$ cat src/rtl/multicycle_main_control_if.sv
// Control bus between the multi-cycle main control FSM and the datapath.
// The controller takes the master side; the datapath and memory take the slave side.
interface multicycle_main_control_if;
  logic [5:0] opcode;
  logic       mem_ready;
  logic       pc_write;
  logic       pc_write_cond;
  logic       i_or_d;
  logic       mem_read;
  logic       mem_write;
  logic       mem_to_reg;
  logic       ir_write;
  logic [1:0] pc_source;
  logic [1:0] ALUop;
  logic       alu_src_a;
  logic [1:0] alu_src_b;
  logic       reg_write;
  logic       reg_dst;
  logic       illegal_op;
  logic [3:0] state;

  modport master (
    input  opcode, mem_ready,
    output pc_write, pc_write_cond, i_or_d, mem_read, mem_write, mem_to_reg,
           ir_write, pc_source, ALUop, alu_src_a, alu_src_b, reg_write,
           reg_dst, illegal_op, state
  );

  modport slave (
    output opcode, mem_ready,
    input  pc_write, pc_write_cond, i_or_d, mem_read, mem_write, mem_to_reg,
           ir_write, pc_source, ALUop, alu_src_a, alu_src_b, reg_write,
           reg_dst, illegal_op, state
  );
endinterface

$ cat src/rtl/multicycle_main_control.sv
// Main control FSM for the multi-cycle MIPS datapath. Moore decode of the
// state register, with ir_write/pc_write in FETCH qualified by mem_ready and
// illegal_op in DECODE qualified by the opcode.
module multicycle_main_control #(
  parameter logic [5:0] OP_RTYPE = 6'b000000,
  parameter logic [5:0] OP_LW    = 6'b100011,
  parameter logic [5:0] OP_SW    = 6'b101011,
  parameter logic [5:0] OP_BEQ   = 6'b000100,
  parameter logic [5:0] OP_J     = 6'b000010,
  parameter logic [5:0] OP_ADDI  = 6'b001000
) (
  input  logic                          clk,
  input  logic                          reset,
  multicycle_main_control_if.master     bus
);

  typedef enum logic [3:0] {
    FETCH   = 4'd0,
    DECODE  = 4'd1,
    MEMADR  = 4'd2,
    MEMRD   = 4'd3,
    MEMWB   = 4'd4,
    MEMWR   = 4'd5,
    EXEC    = 4'd6,
    RWB     = 4'd7,
    BRANCH  = 4'd8,
    JUMP    = 4'd9,
    ADDI_EX = 4'd10,
    ADDI_WB = 4'd11
  } state_t;

  state_t     state_q, state_d;

  logic       pc_write_d, pc_write_cond_d, i_or_d_d, mem_read_d, mem_write_d;
  logic       mem_to_reg_d, ir_write_d, alu_src_a_d, reg_write_d, reg_dst_d;
  logic       illegal_op_d;
  logic [1:0] pc_source_d, alu_op_d, alu_src_b_d;

  // State register; reset returns to FETCH and abandons any instruction.
  // NOTE: sequential state uses non-blocking assignment so every flop samples
  // the pre-edge values of its inputs, independent of evaluation order.
  always_ff @(posedge clk) begin
    if (reset) state_q <= FETCH;
    else       state_q <= state_d;
  end

  // Next-state and output decode; reset forces every control output low.
  // NOTE: every signal assigned here gets a default first, so no path through
  // the case leaves one unassigned and no latch is inferred.
  always_comb begin
    state_d         = state_q;
    pc_write_d      = 1'b0;
    pc_write_cond_d = 1'b0;
    i_or_d_d        = 1'b0;
    mem_read_d      = 1'b0;
    mem_write_d     = 1'b0;
    mem_to_reg_d    = 1'b0;
    ir_write_d      = 1'b0;
    pc_source_d     = 2'b00;
    alu_op_d        = 2'b00;
    alu_src_a_d     = 1'b0;
    alu_src_b_d     = 2'b00;
    reg_write_d     = 1'b0;
    reg_dst_d       = 1'b0;
    illegal_op_d    = 1'b0;

    if (!reset) begin
      unique case (state_q)
        FETCH: begin
          mem_read_d  = 1'b1;
          alu_src_b_d = 2'b01;
          if (bus.mem_ready) begin
            ir_write_d = 1'b1;
            pc_write_d = 1'b1;
            state_d    = DECODE;
          end
        end
        DECODE: begin
          alu_src_b_d = 2'b11;
          if (bus.opcode == OP_LW || bus.opcode == OP_SW) state_d = MEMADR;
          else if (bus.opcode == OP_RTYPE)                state_d = EXEC;
          else if (bus.opcode == OP_BEQ)                  state_d = BRANCH;
          else if (bus.opcode == OP_J)                    state_d = JUMP;
          else if (bus.opcode == OP_ADDI)                 state_d = ADDI_EX;
          else begin
            illegal_op_d = 1'b1;
            state_d      = FETCH;
          end
        end
        MEMADR: begin
          alu_src_a_d = 1'b1;
          alu_src_b_d = 2'b10;
          // Opcode is re-sampled here; anything but lw/sw drops the instruction.
          if (bus.opcode == OP_LW)      state_d = MEMRD;
          else if (bus.opcode == OP_SW) state_d = MEMWR;
          else                          state_d = FETCH;
        end
        MEMRD: begin
          mem_read_d = 1'b1;
          i_or_d_d   = 1'b1;
          if (bus.mem_ready) state_d = MEMWB;
        end
        MEMWB: begin
          reg_write_d  = 1'b1;
          mem_to_reg_d = 1'b1;
          state_d      = FETCH;
        end
        MEMWR: begin
          mem_write_d = 1'b1;
          i_or_d_d    = 1'b1;
          if (bus.mem_ready) state_d = FETCH;
        end
        EXEC: begin
          alu_src_a_d = 1'b1;
          alu_op_d    = 2'b10;
          state_d     = RWB;
        end
        RWB: begin
          reg_write_d = 1'b1;
          reg_dst_d   = 1'b1;
          state_d     = FETCH;
        end
        BRANCH: begin
          alu_src_a_d     = 1'b1;
          alu_op_d        = 2'b01;
          pc_write_cond_d = 1'b1;
          pc_source_d     = 2'b01;
          state_d         = FETCH;
        end
        JUMP: begin
          pc_write_d  = 1'b1;
          pc_source_d = 2'b10;
          state_d     = FETCH;
        end
        ADDI_EX: begin
          alu_src_a_d = 1'b1;
          alu_src_b_d = 2'b10;
          state_d     = ADDI_WB;
        end
        ADDI_WB: begin
          reg_write_d = 1'b1;
          state_d     = FETCH;
        end
        default: state_d = FETCH;
      endcase
    end
  end

  assign bus.pc_write      = pc_write_d;
  assign bus.pc_write_cond = pc_write_cond_d;
  assign bus.i_or_d        = i_or_d_d;
  assign bus.mem_read      = mem_read_d;
  assign bus.mem_write     = mem_write_d;
  assign bus.mem_to_reg    = mem_to_reg_d;
  assign bus.ir_write      = ir_write_d;
  assign bus.pc_source     = pc_source_d;
  assign bus.ALUop         = alu_op_d;
  assign bus.alu_src_a     = alu_src_a_d;
  assign bus.alu_src_b     = alu_src_b_d;
  assign bus.reg_write     = reg_write_d;
  assign bus.reg_dst       = reg_dst_d;
  assign bus.illegal_op    = illegal_op_d;
  // The debug state reads FETCH while reset is held, even before the first edge.
  assign bus.state         = reset ? FETCH : state_q;

endmodule

$ cat src/flat_wrapper.sv
// flat-port wrapper written by rule: the top's interface ports become plain ports
module multicycle_main_control_flat 
#(
  parameter logic [5:0] OP_RTYPE = 6'b000000,
  parameter logic [5:0] OP_LW    = 6'b100011,
  parameter logic [5:0] OP_SW    = 6'b101011,
  parameter logic [5:0] OP_BEQ   = 6'b000100,
  parameter logic [5:0] OP_J     = 6'b000010,
  parameter logic [5:0] OP_ADDI  = 6'b001000
)
  (clk, reset, bus_opcode, bus_mem_ready, bus_pc_write, bus_pc_write_cond, bus_i_or_d, bus_mem_read, bus_mem_write, bus_mem_to_reg, bus_ir_write, bus_pc_source, bus_ALUop, bus_alu_src_a, bus_alu_src_b, bus_reg_write, bus_reg_dst, bus_illegal_op, bus_state);
  multicycle_main_control_if bus_i ();
  input  logic clk;
  input  logic reset;
  input wire logic [$bits(bus_i.opcode)-1:0] bus_opcode;
  input wire logic [$bits(bus_i.mem_ready)-1:0] bus_mem_ready;
  output wire logic [$bits(bus_i.pc_write)-1:0] bus_pc_write;
  output wire logic [$bits(bus_i.pc_write_cond)-1:0] bus_pc_write_cond;
  output wire logic [$bits(bus_i.i_or_d)-1:0] bus_i_or_d;
  output wire logic [$bits(bus_i.mem_read)-1:0] bus_mem_read;
  output wire logic [$bits(bus_i.mem_write)-1:0] bus_mem_write;
  output wire logic [$bits(bus_i.mem_to_reg)-1:0] bus_mem_to_reg;
  output wire logic [$bits(bus_i.ir_write)-1:0] bus_ir_write;
  output wire logic [$bits(bus_i.pc_source)-1:0] bus_pc_source;
  output wire logic [$bits(bus_i.ALUop)-1:0] bus_ALUop;
  output wire logic [$bits(bus_i.alu_src_a)-1:0] bus_alu_src_a;
  output wire logic [$bits(bus_i.alu_src_b)-1:0] bus_alu_src_b;
  output wire logic [$bits(bus_i.reg_write)-1:0] bus_reg_write;
  output wire logic [$bits(bus_i.reg_dst)-1:0] bus_reg_dst;
  output wire logic [$bits(bus_i.illegal_op)-1:0] bus_illegal_op;
  output wire logic [$bits(bus_i.state)-1:0] bus_state;
  assign bus_i.opcode = bus_opcode;
  assign bus_i.mem_ready = bus_mem_ready;
  assign bus_pc_write = bus_i.pc_write;
  assign bus_pc_write_cond = bus_i.pc_write_cond;
  assign bus_i_or_d = bus_i.i_or_d;
  assign bus_mem_read = bus_i.mem_read;
  assign bus_mem_write = bus_i.mem_write;
  assign bus_mem_to_reg = bus_i.mem_to_reg;
  assign bus_ir_write = bus_i.ir_write;
  assign bus_pc_source = bus_i.pc_source;
  assign bus_ALUop = bus_i.ALUop;
  assign bus_alu_src_a = bus_i.alu_src_a;
  assign bus_alu_src_b = bus_i.alu_src_b;
  assign bus_reg_write = bus_i.reg_write;
  assign bus_reg_dst = bus_i.reg_dst;
  assign bus_illegal_op = bus_i.illegal_op;
  assign bus_state = bus_i.state;
  multicycle_main_control #(.OP_RTYPE(OP_RTYPE), .OP_LW(OP_LW), .OP_SW(OP_SW), .OP_BEQ(OP_BEQ), .OP_J(OP_J), .OP_ADDI(OP_ADDI)) u_core (.clk(clk), .reset(reset), .bus(bus_i));
endmodule
$ cat config.mk
export PLATFORM = sky130hd
export DESIGN_NAME = multicycle_main_control_flat
export DESIGN_NICKNAME = d
export VERILOG_FILES = /design/src/rtl/multicycle_main_control_if.sv /design/src/rtl/multicycle_main_control.sv /design/src/flat_wrapper.sv
export SDC_FILE = /design/constraint.sdc
export NUM_CORES = 1
export LEC_CHECK = 0
export CELL_PAD_IN_SITES_DETAIL_PLACEMENT = 2
export CELL_PAD_IN_SITES_GLOBAL_PLACEMENT = 2
export CORE_MARGIN = 5
export CORE_UTILIZATION = 20
export DETAILED_ROUTE_END_ITERATION = 6
export PLACE_DENSITY_LB_ADDON = 0.3
export SETUP_SLACK_MARGIN = 0.2
export SYNTH_ARGS = -nofsm -noshare
export SYNTH_HDL_FRONTEND = slang
export SYNTH_SLANG_ARGS = --single-unit
$ cat constraint.sdc
create_clock -name clk -period 2.95 [get_ports clk]
set_clock_uncertainty 0.1 [all_clocks]
set_input_delay 0.295 -clock clk [delete_from_list [all_inputs] [get_ports clk]]
set_output_delay 0.295 -clock clk [all_outputs]
set_load 0.01 [all_outputs]
==> reports/metrics.cfg <==
[outcome]
outcome=finished, final reports clean

[yosys]
syn-instance-count=83
syn-num-nets=92
netlist_area_um2=564
synth_cell_type_count=37
synth_xor_area_frac=0.0466
synth_compound_area_frac=0.155
synth_edf_count=0
synthFlopType=dfxtp_1
synth_seq_cells=4
synth-simple-area-share=0.583
synthMuxAreaShare=0
synth_top_family_by_area=simple AND/OR/NAND/NOR gates
synth-async-reset-ratio=0
synth_area_per_cell_um2=6.80
synthAdderAreaFrac=0
ys_seq_area_frac=0.142
yosys_warnings=0

[finish]
area_growth_pct=60.3
largest_reg_flops=4
antennaDiodeCount=0
largest_registers=u_core.state_q (4)
top_register=u_core.state_q
drive_above_1_share=0.0901
fin_area_um2=905
nFillCells=324
nets=122
post-route-util=0.331

[die]
die_y_um=63.1
die_x_um=63.1
core_um2=2730
dieArea_um2=3980
num_rows=19
start_util=0.206
io_pins=30

[timing]
finalCritPeriodShare=0.873
rsz0062_at_grt=false
setup_viol=0
fin_crit_ps=2580
worst-slew-pin-transition_ps=549
finalHoldViolations=0
timing.fmax_mhz=388
layout_setup_ws_ps=375
setup_tns_ps=0
relSlewSlack=0.633
slew_violations=0

[detailed_routing]
wl_met3_um=75
first_pass_iters=3
final_antenna_net_count=0
first_iter_violations=23
avgRoutedWirePerCell_um=15.7
route.met2.wl_um=1100
drt-total-wl_um=2230
drc=0
drt-vias-per-instance=5.24
vias=744
wl_met1_um=1060
highest_layer=met3

[clock_tree]
cts_tree=done
clock_sinks=4
cts_root_buf=clkbuf_4
cts_hold_buf=0
ctsResizeCount=0
cts_buffers=3
clk_pin_slew_ps=40
insertion_delay_ps=230
cts.htree.levels=1
postCtsSetupBuffers=0
cts-root-to-sink-buffers=2

[power]
pwr-share-seq=0.311
pwr-share-clk=0.368
p_sw_mw=0.0547
p_leak_nw=0.317
max-vdd-ir-drop_uv=212
p_per_area_nw_per_um2=207
internal-power_mw=0.132
power_frac_comb=0.321
switching_share=0.293

[global_route]
antenna_found_initial=0
grt_pass1_vias=799
overflow=0
grt_max_degree=16
grt_pass1_wl_um=3790
grt_use_total=0.114

[worst_setup_path]
arrival_ps=2180
worstPathRequired_ps=2560
cp-end-kind=output pin
critPathKind=reg2out
worstPathMaxFanout=12
start_kind=flop

[place]
place_congestion=0.700
place_ws_ps=387
dp_hpwl_um=1780
placed_cell_area_um2=882
io_buffers=29

[run]
cap_violations=0

[hold_path]
min_path_type=reg2reg

==> synthesized netlist by cell type (3+ instances only) <==
master	count	area share
nor3b_1	3	0.040
nand2_1	4	0.027
dfxtp_1	4	0.14
clkbuf_1	3	0.020
nor2_1	10	0.067
nand3_1	4	0.035
nor2b_1	3	0.033
buf_2	3	0.027
nor3_1	6	0.053
nand4_1	3	0.033
o21ai_0	3	0.027
nor4_1	3	0.033
a21oi_1	6	0.053
==> critical path, cell delays in order, from the launching register on <==
cell             delay (ps)
dfxtp_1                 440
or3b_1                  500
nor3_2                  240
and4bb_1                220
clkdlybuf4s50_1         540
==> placed cells by master, fill, tap and decap left out, types with 3 or more instances in the layout <==
| cell | n |
|---|---|
| nor3b_1 | 3 |
| o21ai_0 | 3 |
| dfxtp_1 | 4 |
| clkbuf_4 | 3 |
| nor3_1 | 6 |
| nor4_1 | 3 |
| a21oi_1 | 6 |
| nand2_1 | 4 |
| nor2_1 | 10 |
| nand3_1 | 4 |
| nor2b_1 | 3 |
| nand4_1 | 3 |
| clkdlybuf4s50_1 | 29 |
| buf_4 | 3 |
==> cells by family after synthesis <==
kind of cell    after synthesis
compound gates               14
xor+xnor                      3
buf+inv                       9
flops                         4
simple gates                 53
==> power by group through the flow <==
stage	logic, mW	clock network (mW)	registers, mW
finish	0.0600	0.0688	0.0582
global placement	0.0592	0	0.0590
detailed placement	0.0604	0	0.0589
CTS	0.0608	0.0735	0.0581
global route	0.0656	0.0770	0.0584
floorplan	0.0262	0	0.0575
==> area by class of cell <==
type,instances,area (um2),share of cell area
Clock buffer,3,22.5,0.0249
Timing Repair Buffer,32,313,0.346
Multi-Input combinational cell,70,443,0.490
Sequential cell,4,80.1,0.0885
Inverter,2,7.51,0.00830
Tap cell,31,38.8,0.0429
==> worst paths after layout <==
check	from	depth (start not counted)	end	slack, ps
worst max register to register	u_core.state_q[3]$_SDFFE_PP0P_	4	u_core.state_q[0]$_SDFFE_PP0P_	1350
worst min register to register	u_core.state_q[0]$_SDFFE_PP0P_	2	u_core.state_q[3]$_SDFFE_PP0P_	600
worst min-delay path	u_core.state_q[0]$_SDFFE_PP0P_	2	u_core.state_q[3]$_SDFFE_PP0P_	600
worst max-delay path	u_core.state_q[3]$_SDFFE_PP0P_	4	bus_illegal_op	370
==> metrics by stage <==
step / total power, mW / hold slack [ps] / cells
floorplan: 0.0837 / 366 / 83
global placement: 0.118 / 584 / 139
detailed placement: 0.119 / 589 / 139
CTS: 0.193 / 605 / 142
global route: 0.201 / 641 / 142
finish: 0.187 / 602 / 142
==> per-layer routing <==
layer / track usage / up-vias
met5: 0 / -
met4: 0.0318 / 0
met3: 0.0213 / 0
met2: 0.195 / 16
met1: 0.144 / 362
li1: - / 366
Note: power is estimated with default switching activity, not from simulation.
